$ cat config.mk
export PLATFORM = sky130hd
export DESIGN_NAME = wb_arbiter_flat
export DESIGN_NICKNAME = d
export VERILOG_FILES = /design/src/rtl/wb_arbiter_if.sv /design/src/rtl/wb_arbiter.sv /design/src/flat_wrapper.sv
export SDC_FILE = /design/constraint.sdc
export NUM_CORES = 1
export LEC_CHECK = 0
export ABC_CLOCK_PERIOD_IN_PS = 5400
export BUFFER_PORTS_ARGS = -buffer_cell sky130_fd_sc_hd__buf_2
export CAP_MARGIN = 20
export CELL_PAD_IN_SITES_DETAIL_PLACEMENT = 1
export CELL_PAD_IN_SITES_GLOBAL_PLACEMENT = 2
export CORE_MARGIN = 10
export CORE_UTILIZATION = 29
export DETAILED_ROUTE_END_ITERATION = 10
export PLACE_DENSITY_LB_ADDON = 0.12
export SLEW_MARGIN = 20
export SYNTH_ARGS = -nofsm -noshare
export SYNTH_HDL_FRONTEND = slang
export SYNTH_SLANG_ARGS = --single-unit
$ cat constraint.sdc
create_clock -name clk_i -period 5.4 [get_ports clk_i]
set_clock_uncertainty 0.2 [all_clocks]
set_input_delay 0.27 -clock clk_i [delete_from_list [all_inputs] [get_ports clk_i]]
set_output_delay 0.27 -clock clk_i [all_outputs]
set_load 0.02 [all_outputs]
$ cat src/rtl/wb_arbiter_if.sv
// Requester-side result channels and the registered writeback port of wb_arbiter.
// Modport slave is the arbiter's view; master is the view of the units and the register file.
interface wb_arbiter_if #(
    parameter int N_REQ = 3
);
    logic [N_REQ-1:0][4:0]  req_addr_i;
    logic [N_REQ-1:0][31:0] req_data_i;
    logic [N_REQ-1:0]       req_valid_i;
    logic [N_REQ-1:0]       req_ready_o;
    logic [4:0]             wb_addr_o;
    logic [31:0]            wb_data_o;
    logic                   wb_valid_o;
    logic                   wb_ready_i;
    logic [31:0]            contention_o;

    modport slave (
        input  req_addr_i, req_data_i, req_valid_i, wb_ready_i,
        output req_ready_o, wb_addr_o, wb_data_o, wb_valid_o, contention_o
    );

    modport master (
        output req_addr_i, req_data_i, req_valid_i, wb_ready_i,
        input  req_ready_o, wb_addr_o, wb_data_o, wb_valid_o, contention_o
    );
endinterface

$ cat src/rtl/wb_arbiter.sv
// Round-robin arbiter sharing one register-file write port among N_REQ units,
// with a one-entry output register and a saturating contention counter.
module wb_arbiter #(
    parameter int N_REQ = 3
) (
    input  logic         clk_i,
    input  logic         rst_i,
    wb_arbiter_if.slave  bus
);
    localparam int PW = $clog2(N_REQ);

    logic [PW-1:0] last_r;
    logic [4:0]    wb_addr_r;
    logic [31:0]   wb_data_r;
    logic          wb_valid_r;
    logic [31:0]   contention_r;

    logic             can_load_s;
    logic             found_s;
    logic [PW-1:0]    winner_s;
    logic [PW-1:0]    idx_s;
    logic [3:0]       n_valid_s;
    logic             transfer_s;
    logic [N_REQ-1:0] ready_s;
    logic [4:0]       win_addr_s;
    logic [31:0]      win_data_s;

    assign can_load_s = !wb_valid_r || bus.wb_ready_i;

    // Search last+1 .. last (mod N_REQ) for the first valid requester; count valid requesters.
    always_comb begin
        found_s   = 1'b0;
        winner_s  = '0;
        idx_s     = '0;
        n_valid_s = 4'd0;
        for (int k = 1; k <= N_REQ; k++) begin
            idx_s = PW'((int'(last_r) + k) % N_REQ);
            if (!found_s && bus.req_valid_i[idx_s]) begin
                found_s  = 1'b1;
                winner_s = idx_s;
            end else begin
                found_s  = found_s;
            end
        end
        for (int i = 0; i < N_REQ; i++) begin
            n_valid_s = n_valid_s + {3'b000, bus.req_valid_i[i]};
        end
    end

    // One-hot ready for the winner, suppressed under reset or backpressure.
    always_comb begin
        ready_s    = '0;
        transfer_s = 1'b0;
        win_addr_s = bus.req_addr_i[winner_s];
        win_data_s = bus.req_data_i[winner_s];
        if (can_load_s && found_s && !rst_i) begin
            ready_s[winner_s] = 1'b1;
            transfer_s        = 1'b1;
        end else begin
            ready_s    = '0;
            transfer_s = 1'b0;
        end
    end

    // Output register and round-robin pointer; x0 writes always carry zero data.
    always_ff @(posedge clk_i or posedge rst_i) begin
        if (rst_i) begin
            wb_valid_r <= 1'b0;
            wb_addr_r  <= 5'd0;
            wb_data_r  <= 32'd0;
            last_r     <= PW'(N_REQ - 1);
        end else if (transfer_s) begin
            wb_valid_r <= 1'b1;
            wb_addr_r  <= win_addr_s;
            wb_data_r  <= (win_addr_s == 5'd0) ? 32'd0 : win_data_s;
            last_r     <= winner_s;
        end else if (wb_valid_r && bus.wb_ready_i) begin
            wb_valid_r <= 1'b0;
        end else begin
            wb_valid_r <= wb_valid_r;
        end
    end

    // Saturating count of granted cycles with two or more valid requesters.
    always_ff @(posedge clk_i or posedge rst_i) begin
        if (rst_i) begin
            contention_r <= 32'd0;
        end else if (transfer_s && (n_valid_s >= 4'd2) && (contention_r != 32'hFFFF_FFFF)) begin
            contention_r <= contention_r + 32'd1;
        end else begin
            contention_r <= contention_r;
        end
    end

    assign bus.req_ready_o  = ready_s;
    assign bus.wb_addr_o    = wb_addr_r;
    assign bus.wb_data_o    = wb_data_r;
    assign bus.wb_valid_o   = wb_valid_r;
    assign bus.contention_o = contention_r;
endmodule

$ cat src/flat_wrapper.sv
// flat-port wrapper written by rule: the top's interface ports become plain ports
module wb_arbiter_flat 
#(
    parameter int N_REQ = 3
)
  (clk_i, rst_i, bus_req_addr_i, bus_req_data_i, bus_req_valid_i, bus_wb_ready_i, bus_req_ready_o, bus_wb_addr_o, bus_wb_data_o, bus_wb_valid_o, bus_contention_o);
  wb_arbiter_if #(.N_REQ(N_REQ)) bus_i ();
  input  logic clk_i;
  input  logic rst_i;
  input wire logic [$bits(bus_i.req_addr_i)-1:0] bus_req_addr_i;
  input wire logic [$bits(bus_i.req_data_i)-1:0] bus_req_data_i;
  input wire logic [$bits(bus_i.req_valid_i)-1:0] bus_req_valid_i;
  input wire logic [$bits(bus_i.wb_ready_i)-1:0] bus_wb_ready_i;
  output wire logic [$bits(bus_i.req_ready_o)-1:0] bus_req_ready_o;
  output wire logic [$bits(bus_i.wb_addr_o)-1:0] bus_wb_addr_o;
  output wire logic [$bits(bus_i.wb_data_o)-1:0] bus_wb_data_o;
  output wire logic [$bits(bus_i.wb_valid_o)-1:0] bus_wb_valid_o;
  output wire logic [$bits(bus_i.contention_o)-1:0] bus_contention_o;
  assign bus_i.req_addr_i = bus_req_addr_i;
  assign bus_i.req_data_i = bus_req_data_i;
  assign bus_i.req_valid_i = bus_req_valid_i;
  assign bus_i.wb_ready_i = bus_wb_ready_i;
  assign bus_req_ready_o = bus_i.req_ready_o;
  assign bus_wb_addr_o = bus_i.wb_addr_o;
  assign bus_wb_data_o = bus_i.wb_data_o;
  assign bus_wb_valid_o = bus_i.wb_valid_o;
  assign bus_contention_o = bus_i.contention_o;
  wb_arbiter #(.N_REQ(N_REQ)) u_core (.clk_i(clk_i), .rst_i(rst_i), .bus(bus_i));
endmodule
# Yosys cells after proc, flatten, opt, wreduce, memory -nomap -nowiden

Index checks and enable logic that the tools add are counted.

Bits in registers: 72
Input bits: 117
Output and inout bits: 73
Word-level logic and storage cells: 59

$add $sub $neg: 6
Divide/modulo/power cells: 3
$lt $le $gt $ge: 6
Equality and inequality tests: 1
Muxes and demuxes: 23
Reduce and logical (&&, ||, !) cells: 15

Operators with widths:

| operator                | number |
|---|---|
| $mod A32 B3 Y32 const B | 3 |
| $bmux W32 S2            | 1 |
| $mux W32                | 2 |
| $add A32 B1 Y32 const B | 1 |
| $ne A32 B32 Y1 const B  | 1 |
| $lt A2 B3 Y1 const B    | 4 |
| $bmux W5 S2             | 1 |
| $mux W1                 | 10 |
| $logic_and A1 B1 Y1     | 8 |
| $add A2 B2 Y3 const B   | 2 |
| $bmux W1 S2             | 3 |
| $mux W2                 | 3 |
| $logic_not A5 Y1        | 1 |
| $mux W5                 | 1 |
| $add A4 B1 Y4           | 1 |
| $ge A4 B2 Y1 const B    | 1 |
| $logic_not A1 Y1        | 4 |
| $add A2 B1 Y3 const B   | 1 |
| $mux W3                 | 1 |
| $add A1 B1 Y2           | 1 |
| $demux W1 S2            | 1 |
| $ge A2 B1 Y1 const B    | 1 |
| $reduce_bool A2 Y1      | 1 |
| $logic_or A1 B1 Y1      | 1 |

# Depth between registers and ports, before layout

Gate-level depths: netlist of the first run.

Depth in word-level cells: 16
Mapped depth: 12
Mapped depth without buffers: 9

# Worst setup path before layout of the first run

OpenSTA, ideal clock, no wires.

Path kind: input-to-reg
Start point: input port rst_i
End point: register u_core.contention_r[24], in the netlist u_core.bus.contention_o[24]
Library setup time: 129 ps
Arrival: 3241 ps
Required time: 5071 ps
Setup slack: 1830 ps
Stages on the path: 7
Path buffers: 0
Cell sequence: inv_1 > and2_1 > o31ai_2 > or4b_4 > nor2_1 > nand4_1 > xnor2_1

Word-level cells in the longest chain between the ends: 5

RTL lines:

| element                          | RTL line          | text |
|---|---|---|
| start, declared                  | flat_wrapper.sv:9 | `input logic rst_i;` |
| $logic_not A1 Y1                 | wb_arbiter.sv:56  | `if (can_load_s && found_s && !rst_i) begin` |
| $logic_and A1 B1 Y1              | wb_arbiter.sv:56  |  |
| $mux W1                          | wb_arbiter.sv:56  |  |
| $logic_and A1 B1 Y1 (2 in a row) | wb_arbiter.sv:88  | `end else if (transfer_s && (n_valid_s >= 4'd2) && (contention_r != 32'hFFFF_FFFF)) begin` |
| end signal, assigned             | wb_arbiter.sv:89  | `contention_r <= contention_r + 32'd1;` |
| end signal, assigned             | wb_arbiter.sv:91  | `contention_r <= contention_r;` |
| end, declared                    | wb_arbiter.sv:16  | `logic [31:0] contention_r;` |

No other way between the ends.
A chain may end at the register's enable or synchronous reset.

# Final worst setup path of the first run

Start point: register u_core.last_r[1]
End point: register u_core.wb_data_r[21], in the netlist u_core.bus.wb_data_o[21]

Word-level cells in the longest chain between the ends: 15
Elaborated cells on any way between the ends: 31
Classes of those cells: 3 x add/sub; 3 x div; 18 x mux; 7 x reduce/logical

RTL lines:

| element                       | RTL line         | text |
|---|---|---|
| start, declared               | wb_arbiter.sv:12 | `logic [PW-1:0] last_r;` |
| start signal, assigned        | wb_arbiter.sv:71 | `last_r <= PW'(N_REQ - 1);` |
| start signal, assigned        | wb_arbiter.sv:76 | `last_r <= winner_s;` |
| $add A2 B1 Y3                 | wb_arbiter.sv:37 | `idx_s = PW'((int'(last_r) + k) % N_REQ);` |
| $mod A32 B3 Y32               | wb_arbiter.sv:37 |  |
| $bmux W1 S2                   | wb_arbiter.sv:38 | `if (!found_s && bus.req_valid_i[idx_s]) begin` |
| $mux W1 (implied by the code) | wb_arbiter.sv:38 |  |
| $mux W1                       | wb_arbiter.sv:38 |  |
| $logic_not A1 Y1              | wb_arbiter.sv:38 |  |
| $logic_and A1 B1 Y1           | wb_arbiter.sv:38 |  |
| $mux W1                       | wb_arbiter.sv:38 |  |
| $logic_not A1 Y1              | wb_arbiter.sv:38 |  |
| $logic_and A1 B1 Y1           | wb_arbiter.sv:38 |  |
| $mux W2                       | wb_arbiter.sv:38 |  |
| $bmux W5 S2                   | wb_arbiter.sv:54 | `win_addr_s = bus.req_addr_i[winner_s];` |
| $mux W5 (implied by the code) | wb_arbiter.sv:54 |  |
| $logic_not A5 Y1              | wb_arbiter.sv:75 | `wb_data_r <= (win_addr_s == 5'd0) ? 32'd0 : win_data_s;` |
| $mux W32                      | wb_arbiter.sv:75 |  |
| end signal, assigned          | wb_arbiter.sv:75 |  |
| end, declared                 | wb_arbiter.sv:14 | `logic [31:0] wb_data_r;` |

Several ways; a longest one is shown, not always the timed one. The select of a mux whose other input is x is not followed.

==> flow_summary.toml, run 1 <==
[status]
outcome = "complete, no violations"

[floorplan]
dieArea_sq_um = 20000
die_x_um = 141
core_area_sq_um = 14500
start_util_pct = 29.5
fp.dieH_um = 141
ios = 190
fp-row-count = 44

[global_routing]
use_met2_pct = 27.3
grt-busiest-layer = "met2"
met1_usage_pct = 18.8
grt_max_degree = 73
grt_antenna_before_repair = 0
first_global_vias = 4606
grt-ovfl-total = 0
track_usage_pct = 15.9
grt_pass1_wl_um = 25800
grt_use_met3_pct = 4.94

[route]
post-route-drc-count = 0
ant_nets = 0
finalWirelength_um = 16300
avgViaCountPerCell = 5.04
firstDrtPassIters = 4
vias = 4251
drt_iter0_drc = 131
wl_per_cell_um = 19.3

[sta]
finalWorstSetupSlack_ps = 1380
tightest_slew_ps = 982
hold_ws_ps = 38.3
min_period_over_period_pct = 74.4
hold_violations = 0
rsz0062_at_grt = "false"
setup_viol = 0
relSlewSlack_pct = 34.5
finalCriticalPeriod_ps = 4020
slew_viol_final = 0
tns_ps = 0
max_freq_ghz = 0.249

[clock_network]
path_clk_slew_ps = 60
clock-sinks = 72
htreeDepth = 3
cts_max_path_buffers = 2
cts_tree = "yes"
root_buffer = "clkbuf_16"
clk_latency_ps = 330
post_cts_resized = 0
cts_inserted_buffers = 9
postCtsSetupRepairBufs = 0

[final_layout]
utilization_pct = 39.2
drive_gt1_share_pct = 40.2
layout_commonest_cell = "buf_2"
fillers = 1753
fin_nets = 778
multi_input_comb_area_sq_um = 2270
diodes = 0
regArea_sq_um = 1800
final_cell_mix = "buf_2, nand2_1, dfrtp_1, o21ai_0, a31o_2"
area_growth_pct = 33.0

[yosys]
ys_warn_count = 0
ys_types = 49
yosys-top-cells-area = "dfrtp_1, nand2_1, a31o_2"
ys_ff_latch = 72
syn-cell-area_sq_um = 4270
synth_area_leader_cell = "dfrtp_1"
yosysSeqAreaShare_pct = 42.2
synth_edf_count = 0
synthCells = 478
syn_area_per_cell_sq_um = 8.94
synth_nets = 601
async_flop_share_pct = 100
ys.flop_type = "dfrtp_1"
yosysTopAreaCellShare_pct = 41.6

[setup_path]
worstSetupPathType = "flop to flop"
crit_fanout = 32
startpoint_type = "flop"
endpoint_kind = "flop"
crit_required_ps = 5390
arrival_ps = 4010

[placed_design]
place_congestion = 0.789
post-dp-hpwl_um = 12400
numPortBuffers = 189
pre_cts_ws_ps = 1400

[pwr]
powerDensity_nw_per_um2 = 527
p_leak_nw = 2.92
peakVddDrop_mv = 0.180

[min_path]
min_path_type = "input port to flop"

[run]
maxCapViolCount = 0
==> registers in the layout, indices dropped and copies added (netlist names) <==
| register | count |
|---|---|
| u_core.bus.contention_o | 32 |
| u_core.bus.wb_addr_o | 5 |
| u_core.bus.wb_data_o | 32 |
| u_core.bus.wb_valid_o | 1 |
| u_core.last_r | 2 |
==> metrics by stage <==
step	power [mW]	instances	instance area [sq um]
6_report	2.99	844	5680
5_1_grt	3.23	844	5680
4_1_cts	3.04	844	5680
3_5_place_dp	2.40	827	5360
3_3_place_gp	2.37	827	5360
2_1_floorplan	1.89	478	4270
==> routing by layer <==
| metal | share of wire [%] | wire length, um |
|---|---|---|
| met5 | 0 | 0 |
| met3 | 7.2 | 1180 |
| met1 | 42 | 6780 |
| met2 | 50 | 8110 |
| met4 | 1.4 | 222 |
==> critical path, stage by stage, from the launching register on <==
cell	delay, ps
dfstp_2	560
ha_1	330
mux2i_1	270
o21a_1	280
mux2i_2	410
o21a_1	400
buf_4	410
o221ai_1	210
a22oi_2	250
buf_4	360
a22oi_1	160
==> Yosys cell counts, drive strengths merged, types with 2 or more instances <==
| library cell | instances |
|---|---|
| ha | 6 |
| a221oi | 2 |
| inv | 14 |
| a21oi | 3 |
| clkbuf | 17 |
| o221ai | 3 |
| o21a | 3 |
| o21ai | 38 |
| buf | 15 |
| or4b | 2 |
| xor2 | 9 |
| nand2 | 120 |
| nand3b | 2 |
| a31o | 34 |
| and2 | 6 |
| nor3 | 5 |
| nand4 | 8 |
| a31oi | 2 |
| o211ai | 4 |
| nand3 | 11 |
| a22oi | 33 |
| dfrtp | 71 |
| and3 | 10 |
| nor2 | 13 |
| mux2i | 5 |
| xnor2 | 22 |
| a21o | 3 |
| nand2b | 4 |
| or2 | 3 |
==> worst paths after layout <==
kind | from | end | slack [ps] | depth (start not counted)
max in group asynchronous | rst_i | u_core.bus.contention_o[0] | 3770 | 4
setup / recovery | u_core.last_r[1] | u_core.bus.wb_data_o[21] | 1380 | 10
min in group asynchronous | rst_i | u_core.bus.wb_valid_o | 570 | 4
setup reg to reg | u_core.last_r[1] | u_core.bus.wb_data_o[21] | 1380 | 10
hold reg to reg | u_core.bus.contention_o[31] | u_core.bus.contention_o[31] | 290 | 1
hold / removal | bus_wb_ready_i | u_core.bus.wb_valid_o | 40 | 3
==> layout make-up <==
type | count | share of cell area (%)
multi-input cells | 360 | 39.9
flip-flops and latches | 72 | 31.7
repair buffers | 198 | 17.9
clock buffers | 13 | 4.76
well taps | 184 | 4.05
inverters | 14 | 0.947
clock inverters | 3 | 0.705
==> repair_timing <==
item | CTS | global route
endpoints found under the setup margin | 0 | 0
hold endpoints to repair | 1 | 0
hold buffers | 1 | 0
==> cell families (layout without fill, tap and decap cells) <==
| family | Yosys count | after routing | share of synthesized area, % |
|---|---|---|---|
| simple gates | 187 | 187 | 19.8 |
| compound gates | 130 | 130 | 23.0 |
| flops | 72 | 72 | 42.2 |
| buf+inv | 46 | 228 | 5.30 |
| xor+xnor | 31 | 31 | 6.36 |
| fa+ha+maj | 6 | 6 | 1.76 |
| mux | 6 | 6 | 1.52 |
==> where the power goes <==
part / internal, mW / total, mW / switching [mW]
clock network: 0.394 / 0.623 / 0.229
logic: 0.534 / 1.55 / 1.02
registers: 0.704 / 0.814 / 0.110
total: 1.63 / 2.99 / 1.36
No activity file was read; power rests on OpenSTA's default activity.
==> inputs of run 2 (changes only) <==
Settings changed: ABC_CLOCK_PERIOD_IN_PS 5400 to 4200, CORE_UTILIZATION 29 to 27.
Clock period 5.4 ns to 4.2 ns, I/O delays scaled along.
==> flow_summary.toml, run 2 (synthesis results as in run 1) <==
[sta]
slew_viol_final = 0
relSlewSlack_pct = 36.4
tightest_slew_ps = 955
max_freq_ghz = 0.272
finalWorstSetupSlack_ps = 527
tns_ps = 0
setup_viol = 0
hold_violations = 0
rsz0062_at_grt = "false"
finalCriticalPeriod_ps = 3670
hold_ws_ps = 24.5
min_period_over_period_pct = 87.5

[global_routing]
grt_use_met3_pct = 4.78
grt_pass1_wl_um = 26800
grt-busiest-layer = "met2"
met1_usage_pct = 17.8
grt_max_degree = 73
first_global_vias = 4772
use_met2_pct = 27.1
grt-ovfl-total = 0
track_usage_pct = 15.6
grt_antenna_before_repair = 0

[final_layout]
final_cell_mix = "buf_2, nand2_1, dfrtp_1, o21ai_0, a31o_2"
diodes = 0
area_growth_pct = 34.7
fillers = 1839
fin_nets = 782
utilization_pct = 37.4
drive_gt1_share_pct = 40.5
fin_area_sq_um = 5760
layout_commonest_cell = "buf_2"
instances_no_fill = 875

[setup_path]
endpoint_kind = "flop"
crit_fanout = 32
crit_slowest_cell = "dfstp_2"
critPathTopFamily = "compound AO/OA/AOI/OAI gates"
path_cells = "ha_1 > mux2i_1 > o21a_1 > mux2i_2 > o21a_1 > buf_4 > o221ai_1 > a22oi_2 > buf_4 > a22oi_1"
worstSetupPathType = "flop to flop"
crit_required_ps = 4190
startpoint_type = "flop"
arrival_ps = 3670
crit_buf_inv = 2
cpPeakStageDelay_ps = 560

[placed_design]
place_congestion = 0.776
post-dp-hpwl_um = 12700
dp.cells = 857
pre_cts_ws_ps = 498
place_area_sq_um = 5420
numPortBuffers = 189

[clock_network]
cts_tree = "yes"
post_cts_resized = 0
htreeDepth = 3
path_clk_slew_ps = 60
cts_inserted_buffers = 9
clock-sinks = 72
clk_latency_ps = 340
cts_max_path_buffers = 2
root_buffer = "clkbuf_16"

[pwr]
p_leak_nw = 2.94
power_mw = 3.88
peakVddDrop_mv = 0.255
powerDensity_nw_per_um2 = 675

[floorplan]
die_x_um = 146
fp-row-count = 45
core_area_sq_um = 15400
ios = 190
start_util_pct = 27.8
fp.dieH_um = 146
dieArea_sq_um = 21300

[route]
firstDrtPassIters = 6
vias = 4280
ant_nets = 0
finalWirelength_um = 16800
avgViaCountPerCell = 4.89
drt_iter0_drc = 112
post-route-drc-count = 0
wl_per_cell_um = 19.2

[min_path]
min_path_type = "input port to flop"

[run]
maxCapViolCount = 0

[status]
outcome = "complete, no violations"
## run 2: cell types whose count changed in the layout (fill, tap and decap cells not counted)
| cell | previous run | this run |
|---|---|---|
| clkbuf_1 | 1 | 0 |
| clkinv_4 | 0 | 1 |
| clkinv_2 | 3 | 2 |
| clkinvlp_4 | 0 | 1 |
| buf_4 | 8 | 11 |
| dlygate4sd3_1 | 1 | 2 |
## run 2: layout make-up
class,instances,area (sq um),area share (%)
clock buffers,12,267,4.63
clock inverters,4,51.3,0.891
inverters,14,53.8,0.935
multi-input cells,360,2270,39.4
flip-flops and latches,72,1800,31.3
well taps,211,264,4.59
repair buffers,202,1050,18.2
## run 2: worst paths after layout
| kind | startpoint | to | slack [ps] | depth (start not counted) |
|---|---|---|---|---|
| worst max-delay path | u_core.last_r[1] | u_core.bus.wb_data_o[30] | 530 | 10 |
| worst min-delay path | bus_req_addr_i[10] | u_core.bus.wb_addr_o[0] | 20 | 3 |
| worst max register to register | u_core.last_r[1] | u_core.bus.wb_data_o[30] | 530 | 10 |
| worst min register to register | u_core.bus.wb_addr_o[4] | u_core.bus.wb_addr_o[4] | 280 | 2 |
| max in group asynchronous | rst_i | u_core.bus.wb_data_o[15] | 2650 | 4 |
| min in group asynchronous | rst_i | u_core.last_r[0] | 530 | 4 |
## run 2: routing by layer
layer	vias to the layer above	part of all wire (%)
met3	16	5.7
li1	2051	-
met5	-	0
met1	2082	43
met4	0	1.4
met2	131	50
## run 2: where the power goes
group          total, mW  leakage [nW]  switching [mW]  internal (mW)
Clock              0.809         0.155           0.300          0.508
Sequential          1.04         0.922           0.135          0.905
Combinational       2.03          1.86            1.33          0.707
Total               3.88          2.94            1.76           2.12
## run 2: worst register-to-register path: cells and delay by family, from the launching register on
family                     cells  cell delay (ps)
DFF                            1              560
buffers and inverters          2              610
adders and majority gates      1              320
muxes                          2              700
AOI/OAI and AO/OA              5             1120
## run 2: repair_timing
| item | in CTS | in global routing |
|---|---|---|
| setup buffers | 0 | 0 |
| endpoints found under the hold margin | 1 | 0 |
| hold buffers | 2 | 0 |
| endpoints found under the setup margin | 0 | 0 |
